[config.mk]
export PLATFORM = sky130hd
export DESIGN_NAME = sonic_cmd_exec
export DESIGN_NICKNAME = d
export VERILOG_FILES = /design/src/rtl/sonic_cmd_exec.sv
export SDC_FILE = /design/constraint.sdc
export NUM_CORES = 1
export LEC_CHECK = 0
export ABC_CLOCK_PERIOD_IN_PS = 2900
export BUFFER_PORTS_ARGS = -buffer_cell sky130_fd_sc_hd__buf_2
export CAP_MARGIN = 40
export CORE_AREA = 2 2 163 165
export CTS_BUF_LIST = sky130_fd_sc_hd__clkbuf_16
export CTS_CLUSTER_DIAMETER = 40
export CTS_CLUSTER_SIZE = 28
export DETAILED_ROUTE_END_ITERATION = 6
export DIE_AREA = 0 0 165 167
export GPL_ROUTABILITY_DRIVEN = 0
export GPL_TIMING_DRIVEN = 0
export PLACE_DENSITY_LB_ADDON = 0.1
export SLEW_MARGIN = 20
export SYNTH_ARGS = -nofsm -noshare
export SYNTH_HDL_FRONTEND = slang
export SYNTH_SLANG_ARGS = --single-unit
[constraint.sdc]
create_clock -name clk_in -period 2.9 [get_ports clk_in]
set_input_delay 0 -clock clk_in [delete_from_list [all_inputs] [get_ports clk_in]]
set_output_delay 0 -clock clk_in [all_outputs]
set_load 0.03 [all_outputs]
[src/rtl/sonic_cmd_exec.sv]
// SoNIC command executor: decodes a latched host command, applies port control or fetches a
// statistic, and returns a 2-DW completion record. Optional: SONIC_CMD_RESP_TIMEOUT_EN.
module sonic_cmd_exec #(
  parameter int unsigned NUM_PORTS    = 2,
  parameter int unsigned STAT_WAIT    = 64,
  parameter int unsigned RESP_TIMEOUT = 1024
) (
  input  logic                 clk_in,
  input  logic                 rstn,
  input  logic                 init,
  input  logic                 cmd_go,
  input  logic [31:0]          cmd_type,
  input  logic [31:0]          cmd_param0,
  input  logic [31:0]          cmd_param1,
  input  logic [31:0]          cmd_param2,
  input  logic [63:0]          cmd_base_rc,
  input  logic                 cmd_3dw_rcadd,
  output logic [NUM_PORTS-1:0] port_en,
  output logic [31:0]          idle_gap,
  output logic [7:0]           stat_sel,
  output logic                 stat_req,
  input  logic                 stat_valid,
  input  logic [31:0]          stat_data,
  output logic                 resp_req,
  input  logic                 resp_ack,
  output logic [63:0]          resp_addr,
  output logic                 resp_3dw,
  output logic [63:0]          resp_data,
  output logic                 busy,
  output logic [15:0]          drop_cnt,
  output logic                 resp_timeout
);

  localparam logic [7:0] OP_PORT_START = 8'h01;
  localparam logic [7:0] OP_PORT_STOP  = 8'h02;
  localparam logic [7:0] OP_SET_IDLE   = 8'h03;
  localparam logic [7:0] OP_READ_STAT  = 8'h04;

  localparam logic [7:0] ST_OK           = 8'h00;
  localparam logic [7:0] ST_BAD_OPCODE   = 8'h01;
  localparam logic [7:0] ST_BAD_PARAM    = 8'h02;
  localparam logic [7:0] ST_STAT_TIMEOUT = 8'h03;

  typedef enum logic [1:0] {S_IDLE, S_DECODE, S_STAT, S_RESP} state_t;

  state_t      state, state_nx;
  logic [7:0]  cap_op;
  logic [15:0] cap_tag;
  logic [31:0] cap_p0;
  logic [63:0] cap_base;
  logic        cap_3dw;
  logic [31:0] result;
  logic [7:0]  status;
  logic [31:0] stat_cnt;
  logic [31:0] mask_hi;
  logic        accept, bad_mask, stat_expire, resp_done;
  logic        unused_inputs;

  assign unused_inputs = ^{cmd_type[15:8], cmd_param1, cmd_param2};

  assign accept      = cmd_go && !init && (state == S_IDLE);
  assign mask_hi     = cap_p0 >> NUM_PORTS;
  assign bad_mask    = (cap_p0 == '0) || (mask_hi != '0);
  assign stat_expire = (stat_cnt == 32'(STAT_WAIT - 1));

  assign busy      = (state != S_IDLE);
  assign stat_req  = (state == S_STAT) && !init;
  assign resp_req  = (state == S_RESP) && (cap_base != '0) && !init;
  assign resp_addr = cap_base;
  assign resp_3dw  = cap_3dw;
  assign resp_data = {result, cap_tag, status, cap_op};

`ifdef SONIC_CMD_RESP_TIMEOUT_EN
  logic [31:0] rsp_cnt;
  logic        rsp_expire;

  assign rsp_expire = resp_req && !resp_ack && (rsp_cnt == 32'(RESP_TIMEOUT - 1));
  assign resp_done  = (cap_base == '0) || (resp_req && resp_ack) || rsp_expire;

  always_ff @(posedge clk_in or negedge rstn) begin
    if (!rstn) begin
      rsp_cnt      <= '0;
      resp_timeout <= 1'b0;
    end else begin
      rsp_cnt <= resp_req ? rsp_cnt + 32'd1 : '0;
      if (rsp_expire) resp_timeout <= 1'b1;
    end
  end
`else
  assign resp_done    = (cap_base == '0) || (resp_req && resp_ack);
  assign resp_timeout = 1'b0;
`endif

  always_ff @(posedge clk_in or negedge rstn) begin
    if (!rstn) state <= S_IDLE;
    else       state <= state_nx;
  end

  always_comb begin
    state_nx = state;
    case (state)
      S_IDLE:   if (accept) state_nx = S_DECODE;
      S_DECODE: state_nx = (cap_op == OP_READ_STAT) ? S_STAT : S_RESP;
      S_STAT:   if (stat_valid || stat_expire) state_nx = S_RESP;
      S_RESP:   if (resp_done) state_nx = S_IDLE;
      default:  state_nx = S_IDLE;
    endcase
    if (init) state_nx = S_IDLE;
  end

  // drop_cnt keeps counting through init; only rstn clears it
  always_ff @(posedge clk_in or negedge rstn) begin
    if (!rstn) drop_cnt <= '0;
    else if (cmd_go && (init || state != S_IDLE) && drop_cnt != '1) drop_cnt <= drop_cnt + 16'd1;
  end

  always_ff @(posedge clk_in or negedge rstn) begin
    if (!rstn) begin
      cap_op   <= '0;
      cap_tag  <= '0;
      cap_p0   <= '0;
      cap_base <= '0;
      cap_3dw  <= 1'b0;
      result   <= '0;
      status   <= '0;
      stat_cnt <= '0;
      port_en  <= '0;
      idle_gap <= '0;
      stat_sel <= '0;
    end else if (init) begin
      port_en  <= '0;
      idle_gap <= '0;
      stat_cnt <= '0;
    end else begin
      if (accept) begin
        cap_op   <= cmd_type[7:0];
        cap_tag  <= cmd_type[31:16];
        cap_p0   <= cmd_param0;
        cap_base <= cmd_base_rc;
        cap_3dw  <= cmd_3dw_rcadd;
      end
      case (state)
        S_DECODE: begin
          result   <= cap_p0;
          status   <= ST_OK;
          stat_cnt <= '0;
          case (cap_op)
            OP_PORT_START: begin
              if (bad_mask) status <= ST_BAD_PARAM;
              else          port_en <= port_en | cap_p0[NUM_PORTS-1:0];
            end
            OP_PORT_STOP: begin
              if (bad_mask) status <= ST_BAD_PARAM;
              else          port_en <= port_en & ~cap_p0[NUM_PORTS-1:0];
            end
            OP_SET_IDLE: begin
              if (cap_p0 == '0) status <= ST_BAD_PARAM;
              else              idle_gap <= cap_p0;
            end
            OP_READ_STAT: stat_sel <= cap_p0[7:0];
            default:      status <= ST_BAD_OPCODE;
          endcase
        end
        S_STAT: begin
          stat_cnt <= stat_cnt + 32'd1;
          if (stat_valid) begin
            result <= stat_data;
            status <= ST_OK;
          end else if (stat_expire) begin
            result <= '0;
            status <= ST_STAT_TIMEOUT;
          end
        end
        default: ;
      endcase
    end
  end

endmodule

---- Word level (Yosys, flattened, before mapping) ----
Index checks and enable logic that the tools add are counted.
operators by class
  $add $sub $neg .......................... 2
  equality and inequality tests ........... 16
  mux-type cells .......................... 26
  bitwise logic cells ..................... 4
  reductions and logical operators ........ 31
operator list
  cell                                                  count
  two-way mux 32 bit                                    7
  one-hot mux 32 bit (2 select lines)                   2
  zero test 64 bit                                      1
  nonzero test 64 bit                                   1
  adder 32 x 1 -> 32 bit, second input constant         1
  equality test 32 x 6 -> 1 bit, second input constant  1
  zero test 32 bit                                      1
  nonzero test 32 bit                                   1
  two-way mux 2 bit                                     10
  adder 16 x 1 -> 16 bit, second input constant         1
  equality test 8 x 2 -> 1 bit, second input constant   2
  two-way mux 8 bit                                     2
  != test 16 bit, second input constant                 1
  one-hot mux 8 bit (2 select lines)                    1
  != test 3 bit, second input constant                  5
  AND reduction 3 bit                                   4
  equality test 8 x 1 -> 1 bit, second input constant   1
  equality test 8 x 3 -> 1 bit, second input constant   1
  logical AND 1 bit                                     8
  one-hot mux 2 bit (4 select lines)                    1
  nonzero test 2 bit                                    4
  one-hot mux 2 bit (3 select lines)                    1
  nonzero test 3 bit                                    2
  equality test 2 bit, second input constant            2
  other kinds (15)                                      18
word-level totals
  flip-flop bits (word level) ............. 253
  input port bits ......................... 231
  output and inout port bits .............. 191

---- Depth between registers and ports, before layout ----
  word-level depth ........................ 8
  depth in mapped cells ................... 9
  mapped depth without buffers ............ 8

---- Worst setup path after synthesis ----
No wires, ideal clock.
  path type ............................... reg2reg
  start ................................... register stat_cnt[0]
  end ..................................... register result[21]
  arrival ................................. 2.035 ns
  data required time ...................... 2.778 ns
  slack ................................... 0.743 ns
  stages on the path, launching flop included .. 9
  cells stage by stage .................... dfrtp_1 -> ha_1 -> and3_1 -> nand3_1 -> or3_1 -> a311oi_4 -> buf_6 -> buf_6 -> a21oi_1
on the way
  word-level cells in the longest chain between the ends .. 3
ends and longest elaborated chain
  item                                  line  source
  from (decl)                           54    logic [31:0] stat_cnt;
  from (signal assigned)                165   stat_cnt <= stat_cnt + 32'd1;
  equality test 32 x 6 -> 1 bit         64    assign stat_expire = (stat_cnt == 32'(STAT_WAIT - 1));
  != test 3 bit (no source line)        --
  AND reduction 3 bit (no source line)  --
  to (signal assigned)                  144   result <= cap_p0;
  to (signal assigned)                  167   result <= stat_data;
  to (decl)                             52    logic [31:0] result;
Every way passes these cells.
A chain may end at the register's enable or synchronous reset.

---- Final worst setup path ----
  start ................................... register state[0]
  end ..................................... register result[12]
on the way
  word-level cells in the longest chain between the ends .. 3
  elaborated cells between the ends (all ways) .. 6
  those cells by class .................... eq/ne (3); mux (1); reduce/logical (2)
ends and longest elaborated chain
  item                                                                  line  source
  from (decl)                                                           46    state_t state, state_nx;
  from (signal assigned)                                                96    else state <= state_nx;
  equality test 2 bit or equality test 2 x 1 -> 1 bit (tied branches)   142   case (state)
  != test 3 bit (no source line) or nonzero test 2 bit (tied branches)  --
  AND reduction 3 bit (no source line)                                  --
Several ways; a longest one is shown, not always the timed one.

==> flow_summary.json <==
{
  "r2r_start": "state[0]",
  "grt_max_degree": 93,
  "cts_tree": "done",
  "root_buffer": "clkbuf_16",
  "die_height_um": 167,
  "clock_skew_ns": 0.0123,
  "setup_tns_ns": 0,
  "dieArea_mm2": 0.0276,
  "place_ws_ns": 0.0738,
  "fillers": 2107,
  "synth_flop_cell": "dfrtp_1",
  "routed-via-count": 9564,
  "syn_avg_cell_area_um2": 11.2,
  "reg2reg_depth": 8,
  "worst_slew_pin_slew_ns": 0.755,
  "r2r_end": "result[12]",
  "synth_area_mm2": 0.0108,
  "track_usage": 0.249,
  "coreArea_mm2": 0.0258,
  "yosys.area.top_type": "dfrtp_1",
  "synth_edf_count": 0,
  "register_area_mm2": 0.00618,
  "critPathLaunch": "state[0]",
  "cp.required_ns": 3.33,
  "antenna_found_initial": 0,
  "slowest_delay_ns": 0.49,
  "hp-class": "input pin to flip-flop",
  "first_iter_violations": 458,
  "finalHoldViolations": 0,
  "maxSlewHeadroom": 0.497,
  "drcViolationCount": 0,
  "post-place-cells": 1650,
  "synthArstFlopShare": 1.00,
  "clk-insertion-delay-late_ns": 0.51,
  "wl_per_cell_um": 18.3,
  "synth_top_area_frac": 0.571,
  "fmax_mhz": 381,
  "cp.arrival_ns": 3.06,
  "cts_buffers": 39,
  "port_buffers": 342,
  "htreeDepth": 2,
  "io_pins": 422,
  "path_cells": "inv_1 -> ha_1 -> buf_1 -> and2_1 -> clkbuf_1 -> clkbuf_1 -> a21oi_1 -> a21oi_1",
  "multiInputGateArea_mm2": 0.00435,
  "r2r_setup_slack_ns": 0.28,
  "power.total_uw": 17000,
  "die_x_um": 165,
  "synth_cell_types": 50,
  "leakagePower_uw": 0.00751,
  "ir_worst_vdd_uv": 981,
  "drive_gt1_frac": 0.367,
  "synth_seq_cells": 247,
  "cts_sinks": 247,
  "fin_crit_sh": 0.905,
  "path_clk_slew_ns": 0.05,
  "ys_seq_area_frac": 0.571,
  "yosysMostFrequentCell": "dfrtp_1",
  "wirelength_um": 34400,
  "layout_setup_ws_ns": 0.275,
  "start_kind": "flip-flop",
  "detail-route-antenna-nets": 0,
  "cpMaxStageDelayCell": "buf_1",
  "netlist_top_cells_area": "dfrtp_1, mux2_2, a21oi_1",
  "grt_pass1_wl_um": 54000,
  "vias_per_cell": 5.10,
  "cp-endpoint": "result[12]",
  "antenna_cells": 0,
  "synthCells": 964,
  "rsz0062_at_grt": "no",
  "slew_violations": 0,
  "finalCriticalPeriod_ns": 2.62,
  "finalNetCount": 1750,
  "final_cells": 1877,
  "cp-end-kind": "flip-flop",
  "maxCapViolCount": 0,
  "rows": 59,
  "hpwl_um": 23900,
  "setup_viol": 0,
  "grt_pass1_vias": 9781,
  "synth_warnings": 0,
  "drtPass1Iterations": 5,
  "cts_buffer_depth": 3,
  "initial_core_util": 0.420,
  "hold_ws_ns": 0.0226,
  "powerDensity_mw_per_mm2": 1060,
  "overflow": 0,
  "crit_fanout": 10,
  "synth_commonest_cells": "dfrtp_1, mux2_2, a21oi_1, nand2_1, nor2_1",
  "area_growth_pct": 48.0,
  "status": "complete, no violations",
  "critPathKind": "flip-flop to flip-flop"
}
[worst min-delay path by stage]
| stage | end | cells past startpoint | from |
|---|---|---|---|
| 2_1_floorplan | cap_op[0] | 0 | rstn |
| 3_3_place_gp | resp_addr[31] | 2 | cmd_base_rc[31] |
| 3_5_place_dp | drop_cnt[12] | 1 | rstn |
| 4_1_cts | stat_cnt[29] | 4 | init |
| 5_1_grt | drop_cnt[12] | 2 | rstn |
| 6_report | stat_cnt[29] | 4 | init |
[registers in the layout, indices dropped and copies added, names as in the netlist]
signal,flops
resp_3dw,1
cap_op,8
state,2
drop_cnt,16
resp_addr,64
stat_cnt,32
idle_gap,32
port_en,2
cap_p0,32
status,2
stat_sel,8
result,32
cap_tag,16
[cell families (layout without fill, tap and decap cells)]
kind of cell,after synthesis,in the layout,share of synthesized area
and+or+nand+nor,307,307,0.144
AOI/OAI and AO/OA,186,186,0.0952
muxes,135,135,0.140
DFF,247,247,0.571
xor gates and xnor gates,15,15,0.0121
buffers and inverters,66,638,0.0291
adders and majority gates,7,7,0.00810
other,1,7,0.000347
[timing repair]
item	in CTS	in global routing
setup buffers	0	0
gates resized for setup	0	5
setup endpoints to repair	0	53
hold buffers	156	0
hold endpoints to repair	313	0
[cell usage in the layout, fill, tap and decap left out, types with 3 or more instances in the layout]
cell type,instances
ha_1,7
nor2_1,64
inv_1,7
o21ai_0,52
nand2_1,89
clkinv_4,4
mux2i_1,5
and2_1,5
buf_6,3
nor3_1,3
nand2b_1,4
a31oi_1,12
mux2_2,130
a21oi_1,101
and4_1,4
buf_2,347
nand3_1,21
bufinv_16,9
nand3b_1,3
and3_1,13
o31ai_1,6
xnor2_1,10
nor2b_1,32
clkinv_1,8
buf_4,10
conb_1,7
nand4_1,26
nor4_1,34
dlygate4sd3_1,156
clkbuf_16,39
clkbuf_1,34
xor2_1,5
dfrtp_1,247
inv_6,6
clkinv_2,3
buf_1,4
[stage by stage]
stage	cell area, um2	util
after floorplan	10800	-
after global placement	13000	0.503
after detailed placement	13000	0.506
after CTS	16000	0.621
after global routing	16000	0.621
final	16000	0.621
[routing by layer]
layer,GRT usage,vias to the layer above,share of wire
li1,-,4536,-
met1,0.310,4641,0.41
met2,0.436,328,0.50
met3,0.0516,59,0.063
met4,0.0711,0,0.024
met5,0,-,0
[power breakdown]
group	switching [uW]	internal, uW	total, uW	leakage (uW)
sequential	1070	4660	5730	0.00307
combinational	3970	2340	6310	0.00376
clock	1700	3280	4970	0.000680
total	6740	10300	17000	0.00751
[final cells by class]
type | count | area share
inverter | 7 | 0.00164
tap | 335 | 0.0262
timing repair buffer | 501 | 0.209
clock inverter | 32 | 0.0261
sequential | 247 | 0.386
buffer | 59 | 0.0182
clock buffer | 39 | 0.0610
multi-input combinational | 657 | 0.272
[critical path, delay by kind of cell (launching register included)]
family | cells | cell delay [ns]
buf+inv | 4 | 1.33
simple gates | 1 | 0.21
fa+ha+maj | 1 | 0.24
flops | 1 | 0.42
compound gates | 2 | 0.34
Power figures use the tool's default switching activity.
